<file path="src/rtl/mul_seq_param.sv">
// Sequential shift-add multiplier: M then Q over data_in, one product bit per clock.
// Define MUL_SEQ_SIGNED_EN for two's-complement operands (adds a one-cycle FIX state).
module mul_seq_param #(
   parameter int WIDTH = 32
) (
   input  logic               clk,
   input  logic               rst_n,
   input  logic               start,
   input  logic [WIDTH-1:0]   data_in,
   output logic               busy,
   output logic               done,
   output logic [2*WIDTH-1:0] product
);

   localparam int CW = $clog2(WIDTH);
   localparam logic [CW-1:0] LAST = CW'(WIDTH - 1);

`ifdef MUL_SEQ_SIGNED_EN
   typedef enum logic [2:0] {IDLE, LOAD_Q, CALC, FIX, DONE} state_t;
`else
   typedef enum logic [2:0] {IDLE, LOAD_Q, CALC, DONE} state_t;
`endif

   state_t             state_reg;
   state_t             state_next;
   logic [WIDTH-1:0]   m_reg;
   logic [WIDTH-1:0]   q_reg;
   logic [WIDTH:0]     a_reg;
   logic [CW-1:0]      cnt_reg;
   logic [2*WIDTH-1:0] product_reg;
   logic [WIDTH-1:0]   in_mag;
   logic [WIDTH:0]     sum;
   logic [WIDTH:0]     a_shift;
   logic [WIDTH-1:0]   q_shift;

`ifdef MUL_SEQ_SIGNED_EN
   logic               in_neg;
   logic               m_neg_reg;
   logic               q_neg_reg;
   logic [2*WIDTH-1:0] mag_prod;

   // The most negative value maps onto 2^(WIDTH-1), which still fits unsigned.
   assign in_neg   = data_in[WIDTH-1];
   assign in_mag   = in_neg ? -data_in : data_in;
   assign mag_prod = {a_reg[WIDTH-1:0], q_reg};
`else
   assign in_mag = data_in;
`endif

   always_ff @(posedge clk) begin
      if (!rst_n) state_reg <= IDLE;
      else        state_reg <= state_next;
   end

   always_comb begin
      state_next = state_reg;
      busy       = 1'b0;
      done       = 1'b0;
      case (state_reg)
         IDLE: if (start) state_next = LOAD_Q;
         LOAD_Q: begin
            busy       = 1'b1;
            state_next = CALC;
         end
         CALC: begin
            busy = 1'b1;
            if (cnt_reg == LAST) begin
`ifdef MUL_SEQ_SIGNED_EN
               state_next = FIX;
`else
               state_next = DONE;
`endif
            end
         end
`ifdef MUL_SEQ_SIGNED_EN
         FIX: begin
            busy       = 1'b1;
            state_next = DONE;
         end
`endif
         DONE: begin
            done = 1'b1;
            if (start) state_next = LOAD_Q;
         end
         default: state_next = IDLE;
      endcase
   end

   // One shift-add step; the carry lands in a_reg[WIDTH] before the shift.
   always_comb begin
      sum     = q_reg[0] ? (a_reg + {1'b0, m_reg}) : a_reg;
      a_shift = {1'b0, sum[WIDTH:1]};
      q_shift = {sum[0], q_reg[WIDTH-1:1]};
   end

   always_ff @(posedge clk) begin
      if (!rst_n) begin
         m_reg       <= '0;
         q_reg       <= '0;
         a_reg       <= '0;
         cnt_reg     <= '0;
         product_reg <= '0;
`ifdef MUL_SEQ_SIGNED_EN
         m_neg_reg   <= 1'b0;
         q_neg_reg   <= 1'b0;
`endif
      end else begin
         case (state_reg)
            IDLE, DONE: begin
               if (start) begin
                  m_reg <= in_mag;
`ifdef MUL_SEQ_SIGNED_EN
                  m_neg_reg <= in_neg;
`endif
               end
            end
            LOAD_Q: begin
               q_reg   <= in_mag;
               a_reg   <= '0;
               cnt_reg <= '0;
`ifdef MUL_SEQ_SIGNED_EN
               q_neg_reg <= in_neg;
`endif
            end
            CALC: begin
               a_reg   <= a_shift;
               q_reg   <= q_shift;
               cnt_reg <= cnt_reg + CW'(1);
`ifndef MUL_SEQ_SIGNED_EN
               if (cnt_reg == LAST) product_reg <= {a_shift[WIDTH-1:0], q_shift};
`endif
            end
`ifdef MUL_SEQ_SIGNED_EN
            FIX: product_reg <= (m_neg_reg ^ q_neg_reg) ? -mag_prod : mag_prod;
`endif
            default: ;
         endcase
      end
   end

   assign product = product_reg;

endmodule

</file>
<file path="config.mk">
export PLATFORM = sky130hd
export DESIGN_NAME = mul_seq_param
export DESIGN_NICKNAME = d
export VERILOG_FILES = /design/src/rtl/mul_seq_param.sv
export SDC_FILE = /design/constraint.sdc
export NUM_CORES = 1
export LEC_CHECK = 0
export CAP_MARGIN = 0
export CELL_PAD_IN_SITES_DETAIL_PLACEMENT = 1
export CELL_PAD_IN_SITES_GLOBAL_PLACEMENT = 1
export CORE_MARGIN = 2
export CORE_UTILIZATION = 42
export CTS_CLUSTER_SIZE = 12
export DETAILED_ROUTE_END_ITERATION = 10
export HOLD_SLACK_MARGIN = 0.02
export PLACE_DENSITY_LB_ADDON = 0.08
export SLEW_MARGIN = 10
export SYNTH_ARGS = -nofsm -noshare
export SYNTH_HDL_FRONTEND = slang
export SYNTH_SLANG_ARGS = --single-unit
</file>
<file path="constraint.sdc">
create_clock -name clk -period 3.8 [get_ports clk]
set_clock_uncertainty 0.15 [all_clocks]
set_input_delay 0.76 -clock clk [delete_from_list [all_inputs] [get_ports clk]]
set_output_delay 0.76 -clock clk [all_outputs]
set_load 0.1 [all_outputs]
</file>
Word-level counts from Yosys, hierarchy flattened
Cells that the tools add are included.
{ "totals": {"regBits": 169, "word_cells": 30} }
{ "op_classes": {"add_sub_neg": 2, "n_reduce_logical": 7, "muxes": 9, "eq_ne": 6} }
{ "ops": {"columns": ["op", "count"], "rows": [
  ["$pmux W33 S2", 1],
  ["$pmux W32 S2", 1],
  ["$add A33 B32 Y33", 1],
  ["$mux W33", 1],
  ["$pmux W5 S2", 1],
  ["$pmux W3 S3", 1],
  ["$eq A3 B2 Y1 const B", 2],
  ["$mux W3", 2],
  ["$reduce_and A2 Y1", 3],
  ["$add A5 B1 Y5 const B", 1],
  ["$eq A5 B5 Y1 const B", 1],
  ["$reduce_or A2 Y1", 2],
  ["$eq A3 B1 Y1 const B", 1],
  ["$logic_not A3 Y1", 1],
  ["$mux W1", 2],
  ["$ne A2 B1 Y1 const B", 1],
  ["$ne A2 B2 Y1 const B", 1],
  ["$reduce_bool A2 Y1", 1]
]} }

Longest topological paths before layout
Gate-level depths: netlist (run 1).
{ "logic_depth": {"word_depth": 4, "depth_mapped": 9, "ltp_nobuf": 9} }

Least setup slack after synthesis (run 1)
Ideal clock, no wire load.
{ "synth_timing": {"path_kind": "register to output", "start": "register state_reg[0]", "end": "output busy", "t_required_ps": 2890, "arrival_ps": 2097, "path_stages_with_launch": 6, "slack_ps": 793, "cell_sequence": "dfxtp_1 > inv_1 > ha_1 > inv_1 > clkbuf_1 > buf_1"} }
{ "synth_between": {"elab_chain_cells": 3, "elab_cells_between_ends": 4} }
{ "synth_rtl": {"columns": ["element", "line_no", "text"], "rows": [
  ["start, declared", "24", "state_t state_reg;"],
  ["start signal, assigned", "52", "else state_reg <= state_next;"],
  ["$eq A3 B2 Y1 / $eq A3 B1 Y1 (equally long branches)", "59", "case (state_reg)"],
  ["$reduce_or A2 Y1 (no source line) (*)", null, null],
  ["$mux W1 (*)", "59", null],
  ["end, declared", "10", "output logic busy,"]
]} }
Mark *: on every way between the ends. The rest lies on a longest branch, timed or not.

Worst setup path after layout (run 1)
Same ends and word-level chain as after synthesis.

==> results.md, run 1 <==
- Largest net degree at the start of global routing: 65
- Final hold vios: 0
- Maximum count of clock buffers along a single path: 2
- Worst R2R Start: m_reg[0]
- Drt initial violations: 372
- Kind of start point of the critical path: flip-flop
- Critical R2R Capture: product[55]
- Non-filler cells, final: between 1000 and 1500
- Number of storage elements in the synthesis netlist: around 170
- Critical setup path kind: reg2out
- Required time of the critical path: between 2 and 3 ns
- Final Slew Violations: 0
- Number of buffers added on ports: 100
- H-tree depth: 4
- Starting density of the core: between 40% and 50%
- CTS-repair resized insts: 0
- Remaining max-slew budget at the tightest pin: 33.3%
- Area growth from synthesis to layout: 20.5%
- Min cycle time layout: approximately 3.1 ns
- Area after detailed placement: approximately 9700 um^2
- Pwr per Cell Area: 570 nW/um^2
- Clock slew at the register clock pins of the worst setup and hold paths: about 0.08 ns
- Period utilisation layout: approximately four fifths
- Count of flip-flops with a built-in enable after synthesis: 0
- Y dimension of the die: around 150 um
- Nets: between 1000 and 1500
- Endpoints failing setup: 0
- Util after Layout: between 50% and 60%
- Area of all placed cells without fillers: 10300 um^2
- Transition time at the pin with the least slew margin: about 1 ns
- Via/cell ratio: ~5.5
- Fraction of registers with async set/reset: 0%
- Share of post-route cells with drive strength above 1: between 6 and 7%
- Avg Inst Size Synth: roughly 8.4 um^2
- Root Buffer: sky130_fd_sc_hd__clkbuf_16
- Worst slack after detailed placement: around 0.75 ns
- CTS sink cnt: about 170
- Critical Path Sink Type: output port
- Vias: about 7600
- Highest layer used for signal routing: met4
- Setup repair after global routing missed its margin: false
- Post-CTS Repair Setup Buffers: 0
- Status: finished, final reports clean
- Adder-cell area share of the yosys netlist: 5.64%
- Met3 wire length: 996 um
- Worst Path Arrival: 2.16 ns
- Total detailed-routing wirelength: 24900 um
- Die outline area: approximately 22000 um^2
- Average wire per standard cell: about 18 um
- Source-to-sink clock delay at the later pin of the worst-skew pair: around 0.45 ns
- Most common flop cell mapped by yosys: sky130_fd_sc_hd__dfxtp_1
- Number of warnings printed during yosys synthesis: 0
- Antenna violations before repair: 0
- Synthesized-area fraction occupied by and/or/nand/nor cells: 17.1%
- Placeable Area: a little over 20000 um^2
- Filler instances: 2365
- Destination of the critical timing path: busy
- Post-Syn Nets: ~1100
- Kind of path behind the tightest hold check: reg2reg
- Instance count after placement with tap cells included: between 1000 and 1500
- Met2 wire len: around 11000 um
- Setup TNS: 0 ns
- Worst-case reg-to-reg path depth: 9
- Count of pins on the block boundary: about 100
- Biggest fanout along the worst timing path: 27
- CTS Buf Count: 17
- Worst VDD drop: between 0.0004 and 0.0005 V
- Mux cell area share after synthesis: 6.34%
- Total track usage: about a quarter
- P_leak: 4.29 nW
- Remaining design rule violation count: 0
- 1st-pass router iterations: 7
- Max-Cap Viols: 0
- Hold buffer count at CTS: 0
- Total congestion overflow: 0
- Cell variety after synth: between 50 and 60
- Global-route wire length before repair: between 40000 and 50000 um
- Via count of the first global-routing pass: 7703
- Sequential element share of the synthesized area: 39.0%
- Main combinational cell family by area after synthesis: compound AO/OA/AOI/OAI gates
- Dpl hpwl: 17600 um
- Critical path startpoint: state_reg[0]
- Antenna viol nets, final: 0
- Max Freq: between 300 and 400 MHz
- Reg2Reg Setup Slack: 0.73 ns
- Number of placement rows: 52
- Number of flip-flops under the largest register name: 64
- Clock tree from TritonCTS: done
- Post-Synth XOR/XNOR Area: under 10%
- Mapped Area: about 8600 um^2
- Final setup slack of the worst path: slightly above 0.7 ns
- Number of standard cells after synthesis: between 1000 and 1500
- Area fraction in compound gates after synthesis: 26.2%
- Die Span X: approximately 150 um
- Total routed wire length on the met1 layer: 12400 um
- Placer congestion estimate: slightly below 0.9
==> worst max-delay path, cell delays in order, from the launching register on <==
cell and delay (ns):
sky130_fd_sc_hd__dfxtp_1 0.39, sky130_fd_sc_hd__inv_1 0.07, sky130_fd_sc_hd__ha_2 0.46, sky130_fd_sc_hd__inv_2 0.43, sky130_fd_sc_hd__buf_4 0.38
==> cell usage after synthesis, drive strengths merged (9+ instances only) <==
cell type	count	area share [%]
clkbuf	55	2.4
o211ai	9	0.79
a31oi	13	0.95
and2	14	1.0
o21ai	75	4.5
dfxtp	167	39
a21boi	68	6.0
mux2i	52	6.1
nor2b	14	1.0
buf	16	0.73
inv	12	0.53
ha	37	5.4
xor2	11	1.1
xnor2	9	0.92
o211a	44	5.1
nor3	9	0.53
a21oi	53	3.1
nor2	23	1.0
nand3	9	0.53
nand4	9	0.66
a21o	19	1.7
nand2	235	10
==> per-layer routing <==
metal / track usage (%) / up-vias
li1: - / 3743
met1: 32.6 / 3674
met2: 37.7 / 126
met3: 5.12 / 23
met4: 5.39 / 0
met5: 0 / -
==> cell usage in the layout, fill, tap and decap left out, types with 11 or more instances in the layout <==
cell,n
sky130_fd_sc_hd__a21boi_0,68
sky130_fd_sc_hd__a21o_1,19
sky130_fd_sc_hd__a21oi_1,52
sky130_fd_sc_hd__a31oi_1,13
sky130_fd_sc_hd__and2_1,13
sky130_fd_sc_hd__buf_4,17
sky130_fd_sc_hd__clkbuf_16,17
sky130_fd_sc_hd__clkdlybuf4s50_1,97
sky130_fd_sc_hd__dfxtp_1,166
sky130_fd_sc_hd__ha_1,36
sky130_fd_sc_hd__inv_1,11
sky130_fd_sc_hd__mux2i_1,52
sky130_fd_sc_hd__nand2_1,234
sky130_fd_sc_hd__nor2_1,22
sky130_fd_sc_hd__nor2b_1,14
sky130_fd_sc_hd__o211a_1,44
sky130_fd_sc_hd__o21ai_0,71
sky130_fd_sc_hd__xor2_1,11
==> through the flow <==
step           total power, mW  hold WS, ns
6_report                  5.88        0.319
5_1_grt                   6.23        0.353
4_1_cts                   5.93        0.324
3_5_place_dp              4.19        0.310
3_3_place_gp              4.15        0.307
2_1_floorplan             3.66        0.292
==> worst min-delay path by stage <==
stage                            from           to  slack (ns)  depth (start not counted)
after detailed placement  product[21]  product[21]        0.31                          2
final                     product[21]  product[21]        0.32                          2
after global routing      product[18]  product[18]        0.35                          2
after CTS                 product[21]  product[21]        0.32                          2
after floorplan             a_reg[21]    a_reg[21]        0.29                          2
after global placement     product[3]   product[3]        0.31                          2
==> area by class of cell <==
class	count	area, um^2	area share, %
diodes	1	2.50	0.0242
inverters	12	45.0	0.436
well taps	270	338	3.27
clock inverters	14	145	1.41
flip-flops and latches	167	3340	32.4
multi-input cells	770	4910	47.6
clock buffers	18	439	4.25
repair buffers	114	1100	10.6
==> power breakdown <==
part | switching (mW) | internal (mW)
logic | 1.22 | 0.670
clock network | 0.832 | 0.896
registers | 0.241 | 2.03
total | 2.29 | 3.59
==> kinds of logic (layout without fill, tap and decap cells) <==
kind of cell | count (synthesis) | in the layout
AO/OA/AOI/OAI | 321 | 321
XOR/XNOR | 20 | 20
adder cells (fa/ha/maj) | 38 | 38
buffers and inverters | 83 | 158
flip-flops | 167 | 167
multiplexers | 54 | 54
other | 0 | 1
AND/OR/NAND/NOR | 337 | 337
Power figures use the tool's default switching activity.
==> run 2, diff against run 1 <==
CORE_UTILIZATION = 38   (was 42)
clock period = 2.5 ns   (was 3.8 ns; I/O delays follow)
==> run 2 against run 1 <==
The flow now finishes with violations (negative setup slack). First-iteration DRC count shrank 10%. Sequential power grew 55%. Final area grew 13%. Clock power grew 53%. Wire length grew 12%. Clock-buffer cell count shrank 1. Non-clock buffer count grew 122. Sequential share of layout area shrank 3.5 points. Cell count grew 9.5%. Critical path depth grew 7. Critical endpoint is now a_reg[26]. Largest cell class unchanged.
==> results.md, run 2 (same netlist as run 1, synthesis figures left out) <==
- Status: finished with violations
- Violations in the final reports: negative setup slack
- Max-Cap Viols: 0
- Total track usage: around a quarter
- Final Slew Violations: 0
- Period utilisation layout: 105%
- Filler instances: 2554
- Critical setup path kind: reg2reg
- CTS Buf Count: 17
- Min cycle time layout: 2.64 ns
- Placer congestion estimate: around 0.90
- Endpoints failing setup: 26
- Max Freq: roughly 380 MHz
- Share of post-route cells with drive strength above 1: between 20% and 30%
- Via count of the first global-routing pass: 8297
- Total congestion overflow: 0
- Y dimension of the die: between 150 and 200 um
- Maximum count of clock buffers along a single path: 2
- Global-route wire length before repair: ~44000 um
- Non-filler cells, final: roughly 1500
- P_leak: 5.16 nW
- 1st-pass router iterations: 6
- Root Buffer: sky130_fd_sc_hd__clkbuf_16
- Die outline area: around 24000 um^2
- Kind of start point of the critical path: flip-flop
- Antenna viol nets, final: 0
- Final hold vios: 0
- Drt initial violations: between 300 and 400
- Source-to-sink clock delay at the later pin of the worst-skew pair: ~0.45 ns
- Final total power: roughly 9.6 mW
- Nets: between 1000 and 1500
- Total detailed-routing wirelength: between 20000 and 30000 um
- Biggest fanout along the worst timing path: 3
- Pwr per Cell Area: 825 nW/um^2
- CTS sink cnt: approximately 170
- Remaining max-slew budget at the tightest pin: 58.7%
- Average wire per standard cell: between 15 and 20 um
- Worst Path Arrival: between 2 and 3 ns
- Remaining design rule violation count: 0
- Placeable Area: between 20000 and 25000 um^2
- Instance count after placement with tap cells included: between 1000 and 1500
- Number of buffers added on ports: 100
- Via/cell ratio: 5.36
- Number of flip-flops under the largest register name: 64
- Required time of the critical path: 2.72 ns
- Setup repair after global routing missed its margin: true
- Kind of path behind the tightest hold check: reg2reg
- Die Span X: around 150 um
- Dpl hpwl: approximately 20000 um
- Final setup slack of the worst path: -0.136 ns
- Leading cell type in the layout, fill and taps excluded: sky130_fd_sc_hd__nand2_1
- Antenna diode count: 0
- Hold buffer count at CTS: 0
- Clock tree from TritonCTS: done
- Vias: between 8000 and 9000
- Reg area: between 3000 and 4000 um^2
- Leading cell types in the layout, fill and taps excluded: 234 x sky130_fd_sc_hd__nand2_1, 196 x sky130_fd_sc_hd__buf_4, 153 x sky130_fd_sc_hd__dfxtp_1
- Count of pins on the block boundary: between 100 and 150
- Critical Path Sink Type: flip-flop
- Starting density of the core: about two fifths
- Largest net degree at the start of global routing: 72
- Area of the multi-input gates: 5370 um^2
- Worst VDD drop: between 0.0007 and 0.0008 V
- H-tree depth: 4
- Clock slew at the register clock pins of the worst setup and hold paths: around 0.08 ns
- Area growth from synthesis to layout: 35.9%
- Number of placement rows: 54
- Antenna violations before repair: 0
- Transition time at the pin with the least slew margin: 0.611 ns
==> run 2: cell types whose count changed in the layout (fill, tap and decap cells not counted), moves of 7 or more <==
cell and change:
sky130_fd_sc_hd__buf_4 +179, sky130_fd_sc_hd__clkdlybuf4s50_1 -64, sky130_fd_sc_hd__o21ai_0 -20, sky130_fd_sc_hd__ha_1 -15, sky130_fd_sc_hd__o21ai_1 +14, sky130_fd_sc_hd__dfxtp_1 -13
sky130_fd_sc_hd__dfxtp_2 +13, sky130_fd_sc_hd__ha_4 +13, sky130_fd_sc_hd__a31oi_1 -8, sky130_fd_sc_hd__a21oi_1 -7
==> run 2: power by group <==
part	switching, mW	total, mW	internal (mW)
sequential	0.436	3.52	3.09
clock	1.31	2.65	1.34
combinational	2.00	3.43	1.44
total	3.75	9.61	5.86
==> run 2: layout make-up <==
type                       instances  share of cell area [%]
clock buffer                      17                    3.65
clock inverter                    14                    1.47
inverter                          12                   0.387
multi-input combinational        770                    46.1
sequential                       167                    28.9
tap                              280                    3.01
timing repair buffer             236                    16.5
==> run 2: stage by stage <==
step	hold WS, ns	util, %	cell area (um^2)	worst slack [ns]	setup TNS [ns]
floorplan	0.292	-	8600	-0.0373	-0.143
global placement	0.305	47.9	10500	-0.158	-2.94
detailed placement	0.310	47.9	10500	-0.224	-4.83
CTS	0.324	51.6	11300	-0.117	-1.12
global route	0.354	53.0	11600	-0.245	-5.70
finish	0.318	53.0	11600	-0.136	-1.61
==> run 2: what timing repair did <==
action / 4_1_cts / 5_1_grt
pin swaps: 29 / 30
endpoints found under the hold margin: 0 / 0
resized for setup: 39 / 63
cloned: 0 / 0
buffers inserted: 5 / 5
setup endpoints to repair: 38 / 50
==> run 2: final timing paths <==
kind	to	cells after the start	slack, ns	startpoint
min reg2reg	product[6]	2	0.32	product[6]
max	a_reg[26]	11	-0.14	m_reg[2]
max reg2reg	a_reg[26]	11	-0.14	m_reg[2]
min	product[6]	2	0.32	product[6]
==> run 2: worst max-delay path, stage by stage, from the launching register on <==
cell and delay [ns]:
sky130_fd_sc_hd__dfxtp_2 0.34, sky130_fd_sc_hd__ha_4 0.24, sky130_fd_sc_hd__o211ai_1 0.29, sky130_fd_sc_hd__o211ai_1 0.14, sky130_fd_sc_hd__buf_4 0.16, sky130_fd_sc_hd__a211oi_2 0.23
sky130_fd_sc_hd__buf_4 0.17, sky130_fd_sc_hd__buf_4 0.11, sky130_fd_sc_hd__o21ai_2 0.08, sky130_fd_sc_hd__o22ai_2 0.16, sky130_fd_sc_hd__mux2_2 0.36, sky130_fd_sc_hd__o21ai_0 0.15
==> run 2: metal layers <==
| metal | global-route usage (%) | vias up | wire length, um |
|---|---|---|---|
| li1 | - | 3970 | - |
| met1 | 31.9 | 3906 | 13500 |
| met2 | 38.6 | 114 | 13000 |
| met3 | 3.47 | 32 | 931 |
| met4 | 6.50 | 0 | 386 |
| met5 | 0 | - | 0 |
